## src/rtl/counter_4b_ctrl.sv

```systemverilog
// Command sequencer for one 4-bit counter: preloads it and runs it until the requested
// number of rco pulses. It then reports done, or reports err if the rco watchdog expires.
module counter_4b_ctrl #(
  parameter int WRAP_W  = 4,
  parameter int TIMEOUT = 40
) (
  input  logic              clk,
  input  logic              reset,
  input  logic              cmd_valid,
  output logic              cmd_ready,
  input  logic [1:0]        cmd_mode,
  input  logic [3:0]        cmd_D,
  input  logic [WRAP_W-1:0] cmd_wraps,
  input  logic              pause,
  input  logic              abort,
  output logic              ctr_enable,
  output logic [1:0]        ctr_mode,
  output logic [3:0]        ctr_D,
  output logic              ctr_load,
  input  logic              ctr_rco,
  input  logic [3:0]        ctr_Q,
  output logic              busy,
  output logic              done,
  output logic              err,
  output logic [WRAP_W-1:0] wrap_cnt,
  output logic [3:0]        final_Q
);

  typedef enum logic [2:0] {
    S_IDLE,
    S_LOAD,
    S_RUN,
    S_DONE,
    S_ERR
  } state_t;

  localparam logic [5:0]        TIMEOUT_V = 6'(TIMEOUT);
  localparam logic [WRAP_W-1:0] WRAP_ONE  = WRAP_W'(1);

  state_t            state;
  state_t            state_nxt;
  logic [1:0]        mode_q;
  logic [3:0]        d_q;
  logic [WRAP_W-1:0] wraps_q;
  logic [WRAP_W-1:0] wrap_cnt_q;
  logic [5:0]        wdog_q;
  logic              err_q;
  logic [3:0]        final_q_r;

  logic              accept;
  logic              cmd_zero;
  logic              run_en;
  logic              rco_hit;
  logic              last_hit;
  logic              timeout_hit;
  logic [WRAP_W-1:0] wrap_inc;
  logic [5:0]        wdog_inc;

  // Abort masks both rco counting and the watchdog, so it always wins in RUN.
  always_comb begin
    accept      = (state == S_IDLE) && cmd_valid;
    cmd_zero    = (cmd_wraps == '0);
    run_en      = (state == S_RUN) && !pause;
    wrap_inc    = wrap_cnt_q + WRAP_ONE;
    wdog_inc    = wdog_q + 6'd1;
    rco_hit     = run_en && ctr_rco && !abort;
    last_hit    = rco_hit && (wrap_inc == wraps_q);
    timeout_hit = run_en && !ctr_rco && !abort && (wdog_inc == TIMEOUT_V);
  end

  always_ff @(posedge clk or negedge reset) begin
    if (!reset) begin
      state <= S_IDLE;
    end else begin
      state <= state_nxt;
    end
  end

  always_comb begin
    state_nxt = state;
    case (state)
      S_IDLE: begin
        if (accept) begin
          state_nxt = cmd_zero ? S_ERR : S_LOAD;
        end
      end
      S_LOAD: state_nxt = abort ? S_IDLE : S_RUN;
      S_RUN: begin
        if (abort) begin
          state_nxt = S_IDLE;
        end else if (last_hit) begin
          state_nxt = S_DONE;
        end else if (timeout_hit) begin
          state_nxt = S_ERR;
        end
      end
      S_DONE:  state_nxt = S_IDLE;
      S_ERR:   state_nxt = S_IDLE;
      default: state_nxt = S_IDLE;
    endcase
  end

  // err is set on entry to ERR so it is already visible during the ERR cycle.
  always_ff @(posedge clk or negedge reset) begin
    if (!reset) begin
      mode_q     <= '0;
      d_q        <= '0;
      wraps_q    <= '0;
      wrap_cnt_q <= '0;
      wdog_q     <= '0;
      err_q      <= 1'b0;
      final_q_r  <= '0;
    end else begin
      if (accept) begin
        mode_q     <= cmd_mode;
        d_q        <= cmd_D;
        wraps_q    <= cmd_wraps;
        wrap_cnt_q <= '0;
        wdog_q     <= '0;
        err_q      <= cmd_zero;
      end else if (rco_hit) begin
        wrap_cnt_q <= wrap_inc;
        wdog_q     <= '0;
        if (last_hit) begin
          final_q_r <= ctr_Q;
        end
      end else if (run_en && !abort) begin
        wdog_q <= wdog_inc;
        if (timeout_hit) begin
          err_q <= 1'b1;
        end
      end
    end
  end

  always_comb begin
    cmd_ready  = 1'b0;
    busy       = 1'b1;
    done       = 1'b0;
    ctr_load   = 1'b0;
    ctr_enable = 1'b0;
    case (state)
      S_IDLE: begin
        cmd_ready = 1'b1;
        busy      = 1'b0;
      end
      S_LOAD: begin
        ctr_load   = 1'b1;
        ctr_enable = 1'b1;
      end
      S_RUN:   ctr_enable = !pause;
      S_DONE:  done = 1'b1;
      default: ;
    endcase
  end

  assign ctr_mode = mode_q;
  assign ctr_D    = d_q;
  assign err      = err_q;
  assign wrap_cnt = wrap_cnt_q;
  assign final_Q  = final_q_r;

endmodule

```

## config.mk

```make
export PLATFORM = sky130hd
export DESIGN_NAME = counter_4b_ctrl
export DESIGN_NICKNAME = d
export VERILOG_FILES = /design/src/rtl/counter_4b_ctrl.sv
export SDC_FILE = /design/constraint.sdc
export NUM_CORES = 1
export LEC_CHECK = 0
export CAP_MARGIN = 20
export CELL_PAD_IN_SITES_DETAIL_PLACEMENT = 1
export CELL_PAD_IN_SITES_GLOBAL_PLACEMENT = 1
export CORE_UTILIZATION = 36
export DETAILED_ROUTE_END_ITERATION = 10
export PLACE_DENSITY_LB_ADDON = 0.2
export SLEW_MARGIN = 20
export SYNTH_ARGS = -nofsm -noshare
export SYNTH_HDL_FRONTEND = slang
export SYNTH_SLANG_ARGS = --single-unit
```

## constraint.sdc

```tcl
create_clock -name clk -period 2.3 [get_ports clk]
set_input_delay 0.345 -clock clk [delete_from_list [all_inputs] [get_ports clk]]
set_output_delay 0.345 -clock clk [all_outputs]
set_load 0.03 [all_outputs]
```

==> flow_summary.toml, run 1 <==
[timing]
maxSlewHeadroom_pct = 58.7
final_hold_viol_count = 0
worst_slew_pin_slew_ns = 0.614
setup_slack_ns = 0.110
fin_skew_ns = 0.00393
period_share_pct = 95.2
setup_viol = 0
final-max-slew-violation-count = 0
rsz0062_at_grt = "no"
post-route-min-period_ns = 2.19
max_freq_mhz = 457
setup_tns_ns = 0

[logic_synthesis]
yosys.area_share.simple_pct = 16.3
synth_edf_count = 0
ys_warn_count = 0
ys.flop_type = "dfrtp_1"
synthAdderAreaFrac_pct = 2.64
async_reset_ff_share_pct = 100
synthMuxAreaShare_pct = 11.8
synth_top_family_by_area = "simple AND/OR/NAND/NOR gates"
synth_area_per_cell_sq_um = 10.9
syn_area_sq_mm = 0.00142
ys_seq_area_share_pct = 49.3
synthXorXnorAreaFrac_pct = 6.78
syn_nets = 153
synth_cell_types = 34
synth_compound_area_share_pct = 11.3
syn_inst = 130
synth-seq-cells = 28

[power_and_ir_drop]
power.share.clock_pct = 12.4
finalPower_mw = 2.10
peakVddDrop_v = 0.000491
switching_share_pct = 40.3
internal-power_mw = 1.25
p_sw_mw = 0.844
p_per_area_mw_per_mm2 = 1080
pwr-share-comb_pct = 51.4
p_leak_nw = 0.840
seq_power_share_pct = 36.1

[worst_setup_path]
critPathBufInv = 2
required_ns = 1.96
cp-end-kind = "output pin"
cpPeakStageDelay_ns = 0.62
crit_type = "reg -> out"
reg2reg_to = "err"
r2r_slack_ns = 0.32
cp.arrival_ns = 1.84
timing.rr.start = "wdog_q[0]"
cp_top_family = "buffers and inverters"
critPathMaxFanout = 7
path_cells = "nor3_2 > inv_1 > clkdlybuf4s50_1"
ff2ff_path_depth = 5
crit_slowest_cell = "clkdlybuf4s50_1"
critPathLaunchType = "register"

[layout]
final_common_cell = "clkdlybuf4s50_1"
final_cell_mix = "clkdlybuf4s50_1, dfrtp_1, nand2_1"
final_net_count = 200
syn_to_final_growth_pct = 36.9
layout-drive-gt1-share_pct = 13.7
n_antenna_cell = 0
fin_cells = 223
fill_cells = 431

[clock_network]
cts_inserted_buffers = 3
clk_path_buf_depth = 2
root_buffer = "clkbuf_8"
cts_setup_buffers = 0
cts_sinks = 28
cts_tree = "built"
ctsHoldBuffers = 0
ctsResizeCount = 1
clkTransAtPathRegs_ns = 0.09
clk-insertion-delay-late_ns = 0.27
h-tree-depth = 1

[detailed_routing]
antenna_left = 0
viasPerCell = 5.24
drcViolationCount = 0
wl_per_cell_um = 14.7
dr.pass1.iters = 4
wirelength_um = 3290
vias = 1169
initialDrtViolationCount = 36

[floorplan]
die_y_um = 64.8
start_util_pct = 38.2
fp.dieW_um = 64.8
die_area_sq_mm = 0.00420
ios = 40
core_area_sq_mm = 0.00372
std_cell_rows = 22

[place]
dp_cells = 220
gp_congestion = 0.767
port-buffer-count = 39
pre_cts_slack_ns = 0.00928
hpwlAfterDp_um = 2550

[global_route]
gr-usage-all-layers_pct = 17.9
grt_pass1_wl_um = 5690
antenna_found_initial = 0
grt_overflow = 0
grt_pass1_vias = 1270
use_met3_pct = 2.82
grt_max_degree = 29
grt_busiest_layer = "met2"
grt_util_met1_pct = 21.5
met2_usage_pct = 31.9

[job]
drv_cap = 0

[outcome]
status = "complete, no violations"

[hold_path]
holdCritPathClass = "in -> async"
## cell usage after synthesis (2+ instances only)
library cell | count | share of area [%]
mux2_1 | 4 | 3.2
nor3b_1 | 3 | 1.6
dfrtp_1 | 28 | 49
o21ai_0 | 8 | 2.8
nor3_1 | 2 | 0.70
o211ai_1 | 2 | 1.1
a21o_1 | 2 | 1.1
xor2_1 | 6 | 3.7
mux2_2 | 10 | 7.9
nand2_1 | 11 | 2.9
a31oi_1 | 2 | 0.88
nor4_1 | 2 | 0.88
o22ai_1 | 2 | 0.88
ha_1 | 3 | 2.6
nand3_1 | 4 | 1.4
clkbuf_1 | 2 | 0.53
inv_1 | 5 | 1.3
a21oi_1 | 4 | 1.4
nor2_1 | 9 | 2.4
or3_1 | 3 | 1.3
xnor2_1 | 5 | 3.1
## worst reg2reg max path, stage by stage (launching register included)
cell and delay [ns]:
dfrtp_1 0.45, ha_1 0.31, xor2_1 0.17, or4b_4 0.53, a221o_1 0.29, a31oi_1 0.16
## logic make-up after synthesis
logic type / Yosys count
buf+inv: 7
xor+xnor: 11
flops: 28
compound gates: 25
simple gates: 41
fa+ha+maj: 3
mux: 15
## power groups by stage
stage	logic [mW]	clock network (mW)	registers, mW
after global placement	1.06	0	0.753
final	1.08	0.261	0.757
after CTS	1.09	0.274	0.759
after global routing	1.16	0.294	0.781
after floorplan	0.505	0	0.907
after detailed placement	1.09	0	0.765
## layer usage
metal  routed length [um]  vias to the layer above
met5                    0                        -
met4                   45                        0
met3                  161                        5
met2                 1680                       31
met1                 1400                      581
li1                     -                      552
## area by class of cell
class                      count  area [sq um]  share of cell area (%)
sequential                    28           701                    36.0
multi-input combinational     95           698                    35.9
timing repair buffer          44           425                    21.9
tap                           48          60.1                    3.09
clock buffer                   3          41.3                    2.12
inverter                       5          18.8                   0.965
## registers in the layout, indices dropped and copies added (netlist names)
signal	flops
wraps_q	4
state	3
ctr_D	4
wdog_q	6
wrap_cnt	4
err	1
ctr_mode	2
final_Q	4
## how the worst max path moves through the flow
stage / depth (start not counted) / startpoint / endpoint / slack [ns]
3_5_place_dp: 5 / pause / err / 0.009
2_1_floorplan: 4 / state[0] / ctr_D[0] / 0.06
4_1_cts: 3 / state[0] / busy / 0.08
6_report: 3 / state[0] / busy / 0.11
3_3_place_gp: 5 / pause / err / 0.05
5_1_grt: 3 / state[0] / busy / 0.001
## stage by stage
stage | utilization (%) | hold slack, ns | cell area, sq um
final | 52.3 | 0.447 | 1940
after global routing | 52.3 | 0.471 | 1940
after CTS | 52.3 | 0.461 | 1940
after detailed placement | 51.1 | 0.477 | 1900
after global placement | 51.1 | 0.469 | 1900
after floorplan | - | 0.0494 | 1420
No activity file was read; power rests on OpenSTA's default activity.
==> run 2: changes to the inputs <==
--- a/config.mk
+++ b/config.mk
@@ -8,8 +8,10 @@
 export CAP_MARGIN = 20
 export CELL_PAD_IN_SITES_DETAIL_PLACEMENT = 1
 export CELL_PAD_IN_SITES_GLOBAL_PLACEMENT = 1
+export CORE_ASPECT_RATIO = 1.75
 export CORE_UTILIZATION = 36
 export DETAILED_ROUTE_END_ITERATION = 10
+export GPL_ROUTABILITY_DRIVEN = 0
 export PLACE_DENSITY_LB_ADDON = 0.2
 export SLEW_MARGIN = 20
 export SYNTH_ARGS = -nofsm -noshare
==> flow_summary.toml, run 2 (synthesized netlist as in run 1, its figures left out) <==
[power_and_ir_drop]
p_sw_mw = 0.867
p_per_area_mw_per_mm2 = 1140
internal-power_mw = 1.38
finalPower_mw = 2.25
power.share.clock_pct = 17.2
switching_share_pct = 38.6
p_leak_nw = 0.854
pwr-share-comb_pct = 48.8
seq_power_share_pct = 34.0
peakVddDrop_v = 0.000569

[layout]
multiInputGateArea_sq_um = 698
final_net_count = 200
final_common_cell = "clkdlybuf4s50_1"
layout-drive-gt1-share_pct = 14.2
top_register = "wdog_q"
syn_to_final_growth_pct = 38.9
largest_reg_flops = 6
seq_area_sq_um = 701
fill_cells = 430
final_cell_mix = "clkdlybuf4s50_1, dfrtp_1, nand2_1"
n_antenna_cell = 0

[detailed_routing]
vias = 1164
viasPerCell = 5.24
drcViolationCount = 0
initialDrtViolationCount = 10
antenna_left = 0
wirelength_um = 3490
dr.pass1.iters = 4
wl_per_cell_um = 15.7

[global_route]
grt_pass1_wl_um = 5980
grt_max_degree = 29
grt_overflow = 0
gr-usage-all-layers_pct = 18.6
antenna_found_initial = 0
grt_pass1_vias = 1295

[place]
hpwlAfterDp_um = 2720
port-buffer-count = 39

[timing]
hold_ws_ns = 0.445
rsz0062_at_grt = "no"
fin_skew_ns = 0.00391
post-route-min-period_ns = 2.17
worst_slew_pin_slew_ns = 0.508
final-max-slew-violation-count = 0
setup_tns_ns = 0
period_share_pct = 94.4
max_freq_mhz = 461
setup_viol = 0
maxSlewHeadroom_pct = 65.8
final_hold_viol_count = 0

[floorplan]
die_area_sq_mm = 0.00421
start_util_pct = 38.4
core_area_sq_mm = 0.00370
fp.dieW_um = 49.5
std_cell_rows = 29
ios = 40
die_y_um = 85.1

[clock_network]
clkTransAtPathRegs_ns = 0.10
cts_inserted_buffers = 3
cts_sinks = 28
cts_tree = "built"
root_buffer = "clkbuf_8"
ctsResizeCount = 0
ctsHoldBuffers = 0
h-tree-depth = 1
clk_path_buf_depth = 2
clk-insertion-delay-late_ns = 0.27
cts_setup_buffers = 0

[worst_setup_path]
cp-end-kind = "output pin"
critPathLaunchType = "register"
crit_type = "reg -> out"
critPathMaxFanout = 7
required_ns = 1.96
cp.arrival_ns = 1.83

[job]
drv_cap = 0

[hold_path]
holdCritPathClass = "in -> async"

[outcome]
status = "complete, no violations"
run 2: power by group through the flow:
| stage | logic (mW) | clock network [mW] | registers [mW] |
|---|---|---|---|
| 2_1_floorplan | 0.505 | 0 | 0.907 |
| 3_3_place_gp | 1.08 | 0 | 0.760 |
| 3_5_place_dp | 1.10 | 0 | 0.774 |
| 4_1_cts | 1.11 | 0.400 | 0.765 |
| 5_1_grt | 1.18 | 0.421 | 0.786 |
| 6_report | 1.10 | 0.386 | 0.764 |
run 2: final timing paths:
kind | startpoint | cells past startpoint | slack [ns] | to
worst min-delay path | reset | 2 | 0.45 | ctr_mode[1]
min in group clk | final_Q[1] | 1 | 0.50 | final_Q[1]
worst min register to register | final_Q[1] | 1 | 0.50 | final_Q[1]
max in group asynchronous | reset | 2 | 1.58 | wrap_cnt[2]
worst max register to register | state[1] | 4 | 0.28 | final_Q[2]
worst max-delay path | state[0] | 3 | 0.13 | busy
run 2: routing by layer:
metal	GRT usage, %	up-vias	part of all wire [%]
met4	6.23	0	0.60
met2	37.9	18	62
met1	18.7	588	35
met3	1.97	2	2.5
li1	-	556	-
met5	0	-	0
run 2: final cells by class:
type,instances,area share (%)
tap,46,2.92
clock buffer,3,2.09
timing repair buffer,44,21.6
multi-input combinational,95,35.4
inverter,5,0.952
sequential,28,35.5
clock inverter,1,1.52
run 2: through the flow:
stage	cell area, sq um	instances	util (%)	setup WS [ns]
5_1_grt	1970	222	53.3	0.0432
3_3_place_gp	1900	218	51.2	0.0402
6_report	1970	222	53.3	0.129
3_5_place_dp	1900	218	51.2	0.00733
2_1_floorplan	1420	130	-	0.0621
4_1_cts	1970	222	53.1	0.0168
run 2: worst max-delay path: stages (launching register included):
cell and delay (ns):
dfrtp_1 0.49, nor3_2 0.31, inv_1 0.14, clkdlybuf4s50_1 0.61
==> run 3: changes to the inputs <==
--- a/config.mk
+++ b/config.mk
@@ -5,11 +5,12 @@
 export SDC_FILE = /design/constraint.sdc
 export NUM_CORES = 1
 export LEC_CHECK = 0
+export ABC_AREA = 1
 export CAP_MARGIN = 20
 export CELL_PAD_IN_SITES_DETAIL_PLACEMENT = 1
 export CELL_PAD_IN_SITES_GLOBAL_PLACEMENT = 1
 export CORE_ASPECT_RATIO = 1.75
-export CORE_UTILIZATION = 36
+export CORE_UTILIZATION = 34
 export DETAILED_ROUTE_END_ITERATION = 10
 export GPL_ROUTABILITY_DRIVEN = 0
 export PLACE_DENSITY_LB_ADDON = 0.2
==> flow_summary.toml, run 3 <==
[outcome]
status = "complete, no violations"

[power_and_ir_drop]
seq_power_share_pct = 33.1
p_sw_mw = 0.936
p_per_area_mw_per_mm2 = 1130
p_leak_nw = 0.972
internal-power_mw = 1.31
power.share.clock_pct = 17.3
switching_share_pct = 41.6
pwr-share-comb_pct = 49.5
peakVddDrop_v = 0.000467

[clock_network]
clkTransAtPathRegs_ns = 0.09
root_buffer = "clkbuf_8"
clk-insertion-delay-late_ns = 0.28
cts_tree = "built"
cts_sinks = 28
ctsHoldBuffers = 0
cts_inserted_buffers = 3
clk_path_buf_depth = 2
h-tree-depth = 1

[logic_synthesis]
ys.flop_type = "dfrtp_1"
synth_edf_count = 0
synth-seq-cells = 28
synth_largest_area_cell = "dfrtp_1"
ys_top_cells_by_area = "dfrtp_1, nand2_1, inv_1"
synth_top_area_share_pct = 47.8
syn_area_sq_mm = 0.00147
yosysMostFrequentCell = "nand2_1"
synthTopCellsByCount = "nand2_1, inv_1, dfrtp_1"
synth_area_per_cell_sq_um = 7.63
async_reset_ff_share_pct = 100
ys_warn_count = 0
ys_seq_area_share_pct = 47.8
synth_cell_types = 25
syn_inst = 192
syn_nets = 215

[place]
place_area_sq_mm = 0.00192
hpwlAfterDp_um = 2940
port-buffer-count = 39
dp_cells = 280

[global_route]
grt_util_met1_pct = 20.4
grt_pass1_wl_um = 6480
met2_usage_pct = 37.2
grt_busiest_layer = "met2"
gr-usage-all-layers_pct = 19.1
use_met3_pct = 1.55
antenna_found_initial = 0
grt_max_degree = 29
grt_pass1_vias = 1475
grt_overflow = 0

[detailed_routing]
vias = 1384
initialDrtViolationCount = 6
wirelength_um = 3770
drcViolationCount = 0
wl_per_cell_um = 13.3
antenna_left = 0
viasPerCell = 4.87
dr.pass1.iters = 3

[floorplan]
start_util_pct = 35.3
fp.dieW_um = 51.6
ios = 40
std_cell_rows = 31
die_area_sq_mm = 0.00459
die_y_um = 88.8
core_area_sq_mm = 0.00415

[timing]
period_share_pct = 93.9
final_hold_viol_count = 0
post-route-min-period_ns = 2.16
maxSlewHeadroom_pct = 74.9
setup_viol = 0
setup_tns_ns = 0
fin_skew_ns = 0.00282
max_freq_mhz = 463
worst_slew_pin_slew_ns = 0.373
rsz0062_at_grt = "no"
final-max-slew-violation-count = 0

[worst_setup_path]
path_cells = "nor2_4 > nand2_1 > nor2_1 > or2_2 > clkdlybuf4s50_1"
crit_type = "reg -> out"
cp-end-kind = "output pin"
required_ns = 1.96
cpPeakStageDelay_ns = 0.65
critPathBufInv = 1
critPathMaxFanout = 3
crit_slowest_cell = "clkdlybuf4s50_1"
cp.arrival_ns = 1.82
critPathLaunchType = "register"
cp_top_family = "buffers and inverters"

[hold_path]
holdCritPathClass = "in -> async"

[layout]
n_antenna_cell = 0
final_util_pct = 48.1
layout-drive-gt1-share_pct = 7.23
final_common_cell = "nand2_1"
largest_reg_flops = 6
syn_to_final_growth_pct = 36.1
top_register = "wdog_q"
final_cell_mix = "nand2_1, clkdlybuf4s50_1, inv_1"
final_net_count = 259
fin_cells = 284
finalInstanceArea_sq_mm = 0.00199

[job]
drv_cap = 0
[run 3: area by class of cell]
cell class	count	area, sq um
repair buffers	42	413
multi-input cells	130	632
clock buffers	3	41.3
inverters	31	116
flip-flops and latches	28	701
fillers	539	2160
clock inverters	1	30.0
well taps	49	61.3
[run 3: kinds of logic (layout without fill, tap and decap cells)]
kind of cell	Yosys count	count (layout)	synth area share [%]
buf+inv	34	77	9.39
simple gates	108	108	32.8
xor+xnor	1	1	0.598
compound gates	18	18	6.83
fa+ha+maj	3	3	2.56
flops	28	28	47.8
[run 3: path summary, 6_finish.rpt]
check | cells after the start | start | endpoint | slack (ns)
worst max-delay path | 5 | state[0] | ctr_enable | 0.14
worst min register to register | 2 | ctr_D[3] | ctr_D[3] | 0.48
worst max register to register | 7 | wrap_cnt[1] | state[1] | 0.58
max in group asynchronous | 2 | reset | state[0] | 1.58
worst min-delay path | 2 | reset | wrap_cnt[0] | 0.45
min in group clk | 2 | ctr_D[3] | ctr_D[3] | 0.48
[run 3: what timing repair did]
action | CTS | global route
gates resized for setup | 0 | 1
endpoints found under the setup margin | 0 | 1
setup buffers | 0 | 0
[run 3: layer usage]
| metal | part of all wire, % | wire [um] | up-vias |
|---|---|---|---|
| met5 | 0 | 0 | - |
| met3 | 1.7 | 64 | 5 |
| met2 | 57 | 2160 | 22 |
| met1 | 39 | 1480 | 668 |
| li1 | - | - | 689 |
| met4 | 1.6 | 59 | 0 |
[run 3: stage by stage]
step / hold WS, ns / total power, mW / setup slack (ns)
finish: 0.450 / 2.25 / 0.140
global route: 0.488 / 2.40 / 0.0577
CTS: 0.464 / 2.28 / 0.0345
detailed placement: 0.463 / 1.88 / 0.224
global placement: 0.453 / 1.86 / 0.227
floorplan: 0.0494 / 1.41 / 0.427
[run 3: power by group through the flow]
stage          registers, mW  logic [mW]  clock network [mW]
6_report               0.745        1.11               0.390
5_1_grt                0.766        1.22               0.421
4_1_cts                0.747        1.13               0.405
3_5_place_dp           0.755        1.12                   0
3_3_place_gp           0.752        1.11                   0
2_1_floorplan          0.914       0.501                   0
